`config.mk`:
```
export PLATFORM = sky130hd
export DESIGN_NAME = pipeexe_md
export DESIGN_NICKNAME = d
export VERILOG_FILES = /design/src/rtl/pipeexe_md.sv
export SDC_FILE = /design/constraint.sdc
export NUM_CORES = 2
export LEC_CHECK = 0
export CELL_PAD_IN_SITES_DETAIL_PLACEMENT = 1
export CELL_PAD_IN_SITES_GLOBAL_PLACEMENT = 2
export CORE_UTILIZATION = 32
export CTS_BUF_LIST = sky130_fd_sc_hd__clkbuf_16
export CTS_CLUSTER_DIAMETER = 200
export CTS_CLUSTER_SIZE = 40
export DETAILED_ROUTE_END_ITERATION = 10
export GPL_ROUTABILITY_DRIVEN = 1
export GPL_TIMING_DRIVEN = 1
export PLACE_DENSITY = 0.89
export SLEW_MARGIN = 40
export SYNTH_ARGS = -nofsm -noshare
export SYNTH_HDL_FRONTEND = slang
export SYNTH_SLANG_ARGS = --single-unit
```
`constraint.sdc`:
```
create_clock -name clock -period 5.54 [get_ports clock]
set_clock_uncertainty 0.2 [all_clocks]
set_input_delay 0.554 -clock clock [delete_from_list [all_inputs] [get_ports clock]]
set_output_delay 0.554 -clock clock [all_outputs]
set_load 0.02 [all_outputs]
```
`src/rtl/pipeexe_md.sv`:
```
// Execute stage: operand select, ALU and jal return address, plus an iterative
// multiply/divide unit with HI/LO registers and a stall request to the hazard unit.
module pipeexe_md #(
  parameter int W      = 32,
  parameter int SA_LSB = 6
) (
  input  logic         clock,
  input  logic         reset,
  input  logic [3:0]   ealuc,
  input  logic         ealuimm,
  input  logic         eshift,
  input  logic         ejal,
  input  logic [W-1:0] ea,
  input  logic [W-1:0] eb,
  input  logic [W-1:0] eimm,
  input  logic [W-1:0] epc4,
  input  logic [4:0]   ern0,
  input  logic [3:0]   emdop,
  output logic [W-1:0] ealu,
  output logic [4:0]   ern,
  output logic         estall,
  output logic         ebusy
);
  localparam int             CW       = $clog2(W);
  localparam logic [CW-1:0]  CNT_LAST = CW'(W - 1);
  localparam logic [W-1:0]   PC_STEP  = W'(4);

  localparam logic [3:0] MD_MULT = 4'd1, MD_MULTU = 4'd2, MD_DIV  = 4'd3, MD_DIVU = 4'd4,
                         MD_MFHI = 4'd5, MD_MFLO  = 4'd6, MD_MTHI = 4'd7, MD_MTLO = 4'd8;

  typedef enum logic {IDLE, RUN} state_e;

  state_e        state, state_next;
  logic [CW-1:0] cnt;
  logic [W-1:0]  hi, lo;
  logic [W-1:0]  acc_hi, acc_lo, mcand;
  logic          is_div, neg_q, neg_r, dzero;

  // ---------------- ALU datapath ----------------
  logic [W-1:0] alua, alub, alu_r;

  assign alua = eshift  ? {{(W-5){1'b0}}, eimm[SA_LSB+4:SA_LSB]} : ea;
  assign alub = ealuimm ? eimm : eb;

  // NOTE: every always_comb output gets a default first so no latch is inferred.
  always_comb begin
    alu_r = '0;
    casez (ealuc)
      4'b?000: alu_r = alua + alub;
      4'b?100: alu_r = alua - alub;
      4'b?001: alu_r = alua & alub;
      4'b?101: alu_r = alua | alub;
      4'b?010: alu_r = alua ^ alub;
      4'b?110: alu_r = alub << (W / 2);
      4'b0011: alu_r = alub << alua[4:0];
      4'b0111: alu_r = alub >> alua[4:0];
      4'b1111: alu_r = $signed(alub) >>> alua[4:0];
      default: alu_r = '0;
    endcase
  end

  // ---------------- Op decode and pipeline-facing outputs ----------------
  logic md_arith, md_any, md_nowrite, signed_op, start_div;

  assign md_arith   = (emdop >= MD_MULT) && (emdop <= MD_DIVU);
  assign md_any     = (emdop >= MD_MULT) && (emdop <= MD_MTLO);
  assign md_nowrite = md_arith || (emdop == MD_MTHI) || (emdop == MD_MTLO);
  assign signed_op  = (emdop == MD_MULT) || (emdop == MD_DIV);
  assign start_div  = (emdop == MD_DIV) || (emdop == MD_DIVU);

  assign ebusy  = (state == RUN);
  assign estall = ebusy & md_any;
  assign ern    = (md_nowrite || estall) ? 5'd0 : ern0;

  always_comb begin
    if (ejal)                  ealu = epc4 + PC_STEP;
    else if (emdop == MD_MFHI) ealu = hi;
    else if (emdop == MD_MFLO) ealu = lo;
    else                       ealu = alu_r;
  end

  // ---------------- Operand magnitudes latched at start ----------------
  logic         a_neg, b_neg;
  logic [W-1:0] mag_a, mag_b;

  assign a_neg = signed_op & ea[W-1];
  assign b_neg = signed_op & eb[W-1];
  assign mag_a = a_neg ? -ea : ea;
  assign mag_b = b_neg ? -eb : eb;

  // ---------------- One iteration: shift-add or restoring-divide step ----------------
  logic [W:0]     add_sum, div_shift, div_diff;
  logic [W-1:0]   step_hi, step_lo, q_fix, r_fix;
  logic [2*W-1:0] prod_fix;

  always_comb begin
    add_sum   = {1'b0, acc_hi} + (acc_lo[0] ? {1'b0, mcand} : '0);
    div_shift = {acc_hi, acc_lo[W-1]};
    div_diff  = div_shift - {1'b0, mcand};
    if (is_div) begin
      step_hi = div_diff[W] ? div_shift[W-1:0] : div_diff[W-1:0];
      step_lo = {acc_lo[W-2:0], ~div_diff[W]};
    end else begin
      step_hi = add_sum[W:1];
      step_lo = {add_sum[0], acc_lo[W-1:1]};
    end
    // Sign fix applied to the last step's result; a zero divisor forces an all-ones quotient.
    prod_fix = neg_q ? -{step_hi, step_lo} : {step_hi, step_lo};
    q_fix    = dzero ? '1 : (neg_q ? -step_lo : step_lo);
    r_fix    = neg_r ? -step_hi : step_hi;
  end

  // ---------------- MD control FSM ----------------
  always_comb begin
    state_next = state;
    case (state)
      IDLE:    if (md_arith) state_next = RUN;
      RUN:     if (cnt == CNT_LAST) state_next = IDLE;
      default: state_next = IDLE;
    endcase
  end

  // NOTE: HI/LO and the working registers are reset too, so an abandoned
  // operation leaves no stale product visible to a later mfhi/mflo.
  always_ff @(posedge clock or posedge reset) begin
    if (reset) begin
      state  <= IDLE;
      cnt    <= '0;
      hi     <= '0;
      lo     <= '0;
      acc_hi <= '0;
      acc_lo <= '0;
      mcand  <= '0;
      is_div <= 1'b0;
      neg_q  <= 1'b0;
      neg_r  <= 1'b0;
      dzero  <= 1'b0;
    end else begin
      // NOTE: non-blocking assignments so every register samples pre-edge values.
      state <= state_next;
      if (state == IDLE) begin
        cnt <= '0;
        if (md_arith) begin
          is_div <= start_div;
          neg_q  <= a_neg ^ b_neg;
          neg_r  <= a_neg;
          dzero  <= start_div && (eb == '0);
          acc_hi <= '0;
          acc_lo <= start_div ? mag_a : mag_b;
          mcand  <= start_div ? mag_b : mag_a;
        end else if (emdop == MD_MTHI) begin
          hi <= ea;
        end else if (emdop == MD_MTLO) begin
          lo <= ea;
        end
      end else if (cnt == CNT_LAST) begin
        cnt <= '0;
        if (is_div) begin
          hi <= r_fix;
          lo <= q_fix;
        end else begin
          {hi, lo} <= prod_fix;
        end
      end else begin
        cnt    <= cnt + 1'b1;
        acc_hi <= step_hi;
        acc_lo <= step_lo;
      end
    end
  end

endmodule

```
==> summary.txt <==
Worst setup path
  • Delay-heaviest family, CP: buffers and inverters
  • Buffers & Inverters on Critical Path: 8
  • Worst r2r path cells: 18
  • Required time worst endpoint: 4.79 ns
  • Levels on crit path: 22
  • Reg-to-Reg End: hi[31]
  • Reg2reg start: acc_lo[31]
  • Critical path origin: ealuc[1]
  • Reg2reg setup slack: 0.13 ns
  • Highest fanout seen on the critical path: 5
  • Setup CP Type: in2out
  • CP Capture Point: ealu[11]
  • Crit start category: primary input
  • Cell repeated most along the worst path: buf_4
  • CP cell instances: clkdlybuf4s50_1 > nor2_2 > buf_4 > and2_2 > buf_4 > a31oi_2 > xnor2_1 > ha_1 > and2_1 > o211ai_1 > o21ai_1 > buf_4 > o21ai_0 > buf_4 > o21ai_0 > xnor2_1 > o21ai_1 > a221oi_2 > buf_4 > o31ai_1 > buf_4 > dlygate4sd2_1
  • CP Data Arrival Time: 5.08 ns
  • Critical path endpoint category: output pin
  • Slowest-stage cell, CP: clkdlybuf4s50_1
  • Critical Path Max Stage Delay: 0.50 ns

Place
  • Area post-placement: 32300 µm²
  • Inst Count DP: 5237
  • Place WS: -1.04 ns
  • RD Place Congestion: 1.01
  • Port-buffer cells: 184
  • Dpl hpwl: 114000 µm

STA
  • Setup TNS: -2.14 ns
  • Slew @ Worst Pin: 0.860 ns
  • Worst slew margin: 42.2%
  • Final slew viol count: 0
  • Tcrit/Tclk final: 105%
  • Fmax: 171 MHz
  • Post-layout min period: 5.84 ns
  • Finish-stage setup viols: 18
  • RSZ-0062 raised after global routing: true
  • Worst Setup Slack, final: -0.296 ns
  • Final Hold Violating Endpoints: 0

Synth
  • Sequential share of the synthesized area: 16.7%
  • Register bit count reported by yosys: 170
  • Mean Syn Cell Area: 6.96 µm²
  • Netlist cell types: 112
  • Synth warn: 0
  • Synth Cell Area: 25500 µm²
  • Number of synthesized flops with an enable pin: 0
  • Post-synthesis async set-or-reset flop share: 100%
  • Post-Synthesis Cells: 3667
  • Syn nets: 3983
  • Post-synth top flop: dfrtp_1

Clock tree
  • Worst-Skew Late Latency: 0.47 ns
  • Post-CTS Hold Fix Bufs: 0
  • Clock Tree Buf Depth: 2
  • Reg clk slew, reported paths: 0.07 ns
  • Total CTS buffers: 17
  • CTS Root Cell: clkbuf_16
  • CTS tree: done
  • CTS sink cnt: 170
  • H-tree depth: 4

GRT
  • Pin count of the biggest net entering global routing: 95
  • First-pass GRT wire length: 207000 µm
  • GRT Resource Usage Total: 33.7%
  • Antenna violations before repair: 5
  • Vias in the first global route: 31300
  • GRT overflow: 0

Routing
  • Drc violations: 0
  • Starting DRT DRC Count: 3545
  • Via count: 32400
  • DR vias/cell: 6.08
  • Final wirelength: 145000 µm
  • Wire length per cell: 27.3 µm
  • Final antenna-violating net count: 0
  • DRT Pass-1 Iters: 10

Final layout
  • Footprint of the multi-input gates: 20700 µm²
  • Share of cells above drive strength 1: 21.8%
  • Layout fillers: 9916
  • Final nets: 4569
  • Area Overhead vs Synth: 33.6%
  • Non-Filler Instances: 5318
  • Design Area, Final: 34100 µm²
  • Seq. cell area: 4260 µm²

Worst hold path
  • Hold Path Cell Cnt: 1
  • Hold Path Class: reg2reg

Power
  • Power Density: 522 nW/µm²
  • LEAKAGE: 14.9 nW
  • Worst vdd ir: 0.486 mV

Floorplan
  • Initial core utilization: 32.3%
  • # IOs: 185
  • Die Area: 80900 µm²
  • Core area: 79000 µm²
  • Die X: 284 µm
  • Die Span Y: 284 µm
  • Row count: 103

Run status
  • Failing checks: setup timing
  • Status: complete, but fails checks

Run
  • Max cap viols: 0
## synth_stat cells (31+ instances only)
cell type  count  area (µm²)
clkbuf_1     189         709
xnor2_1      129        1130
nand4_1       31         194
a21oi_1      337        1690
inv_1        146         548
o211ai_1      60         450
and2_1        54         338
o22ai_1       50         313
xor2_1       112         981
nand2_1      429        1610
a21o_1        39         293
a211oi_1      62         465
nor2_1       371        1390
o21ai_0      356        1780
mux2i_1      147        1470
nor3_1        98         490
a31oi_1       36         225
o31ai_1       37         278
dfrtp_1      170        4250
nand2b_1      55         344
nand3_1      105         526
and3_1        34         213
ha_1         167        2090
a221oi_1      32         280
## state kept, by name, summed over array words and instances, names as in the netlist
register,cells
acc_hi,32
acc_lo,32
cnt,5
dzero,1
ebusy,1
hi,32
is_div,1
lo,32
mcand,32
neg_q,1
neg_r,1
## stage by stage
stage / power (mW) / utilization, % / hold slack (ns)
6_report: 17.8 / 43.2 / 0.278
5_1_grt: 18.8 / 43.2 / 0.297
4_1_cts: 17.1 / 42.2 / 0.280
3_5_place_dp: 15.8 / 40.9 / 0.261
3_3_place_gp: 15.4 / 40.9 / 0.254
2_1_floorplan: 10.6 / - / 0.233
## power breakdown
| part | switching [mW] | total [mW] | internal (mW) |
|---|---|---|---|
| clock network | 0.650 | 1.25 | 0.600 |
| logic | 8.75 | 13.9 | 5.17 |
| registers | 0.761 | 2.63 | 1.87 |
| total | 10.2 | 17.8 | 7.64 |
## worst min-delay path by stage
stage / endpoint / start
floorplan: cnt[0] / cnt[0]
global placement: cnt[0] / cnt[0]
detailed placement: hi[7] / hi[7]
CTS: hi[7] / hi[7]
global route: hi[11] / hi[11]
finish: cnt[0] / cnt[0]
## per-layer routing
layer / share of wire, % / track usage [%] / up-vias / wire (µm)
met4: 5.9 / 15.5 / 2 / 8540
met3: 8.7 / 4.99 / 374 / 12700
met1: 42 / 45.9 / 16000 / 60400
met5: 0.013 / 0 / - / 19
met2: 44 / 52.1 / 1519 / 63700
li1: - / - / 14400 / -
## final cells by class
class | count | area share [%]
Tap cell | 1050 | 3.85
Multi-Input combinational cell | 3102 | 60.7
Antenna cell | 2 | 0.0147
Clock buffer | 17 | 1.25
Clock inverter | 15 | 0.447
Timing Repair Buffer | 811 | 19.6
Sequential cell | 170 | 12.5
Inverter | 151 | 1.68
## cell usage in the layout (no fill, tap or decap), types with 26 or more instances in the layout
cell type        synthesis  final
buf_4                    4    612
nand2_1                429    421
nor2_1                 371    362
o21ai_0                356    319
a21oi_1                337    310
dfrtp_1                170    168
ha_1                   167    166
inv_1                  146    142
mux2i_1                147    132
clkdlybuf4s50_1          0    127
xnor2_1                129    126
xor2_1                 112    108
nand3_1                105    103
nor3_1                  98     90
o211ai_1                60     60
and2_1                  54     52
nand2b_1                55     52
a211oi_1                62     50
o22ai_1                 50     49
a21o_1                  39     38
and3_1                  34     33
o31ai_1                 37     33
nand4_1                 31     31
a31oi_1                 36     30
a21oi_2                  4     28
dlygate4sd2_1            0     28
o21ai_1                 10     27
or3_1                   26     26
mux2_2                  27     26
## logic make-up after synthesis
logic type	count (synthesis)	share of synthesized area (%)
buf+inv	395	6.02
xor+xnor	241	8.27
simple gates	1311	23.9
compound gates	1206	29.8
mux	174	6.95
fa+ha+maj	170	8.42
flops	170	16.7
## timing repair
item                       in CTS  in global routing
pin swaps                      44                 77
gates resized for setup       199                158
setup endpoints to repair      32                 42
cloned                          0                  2
setup buffers                  24                 26
Power figures use the tool's default switching activity.
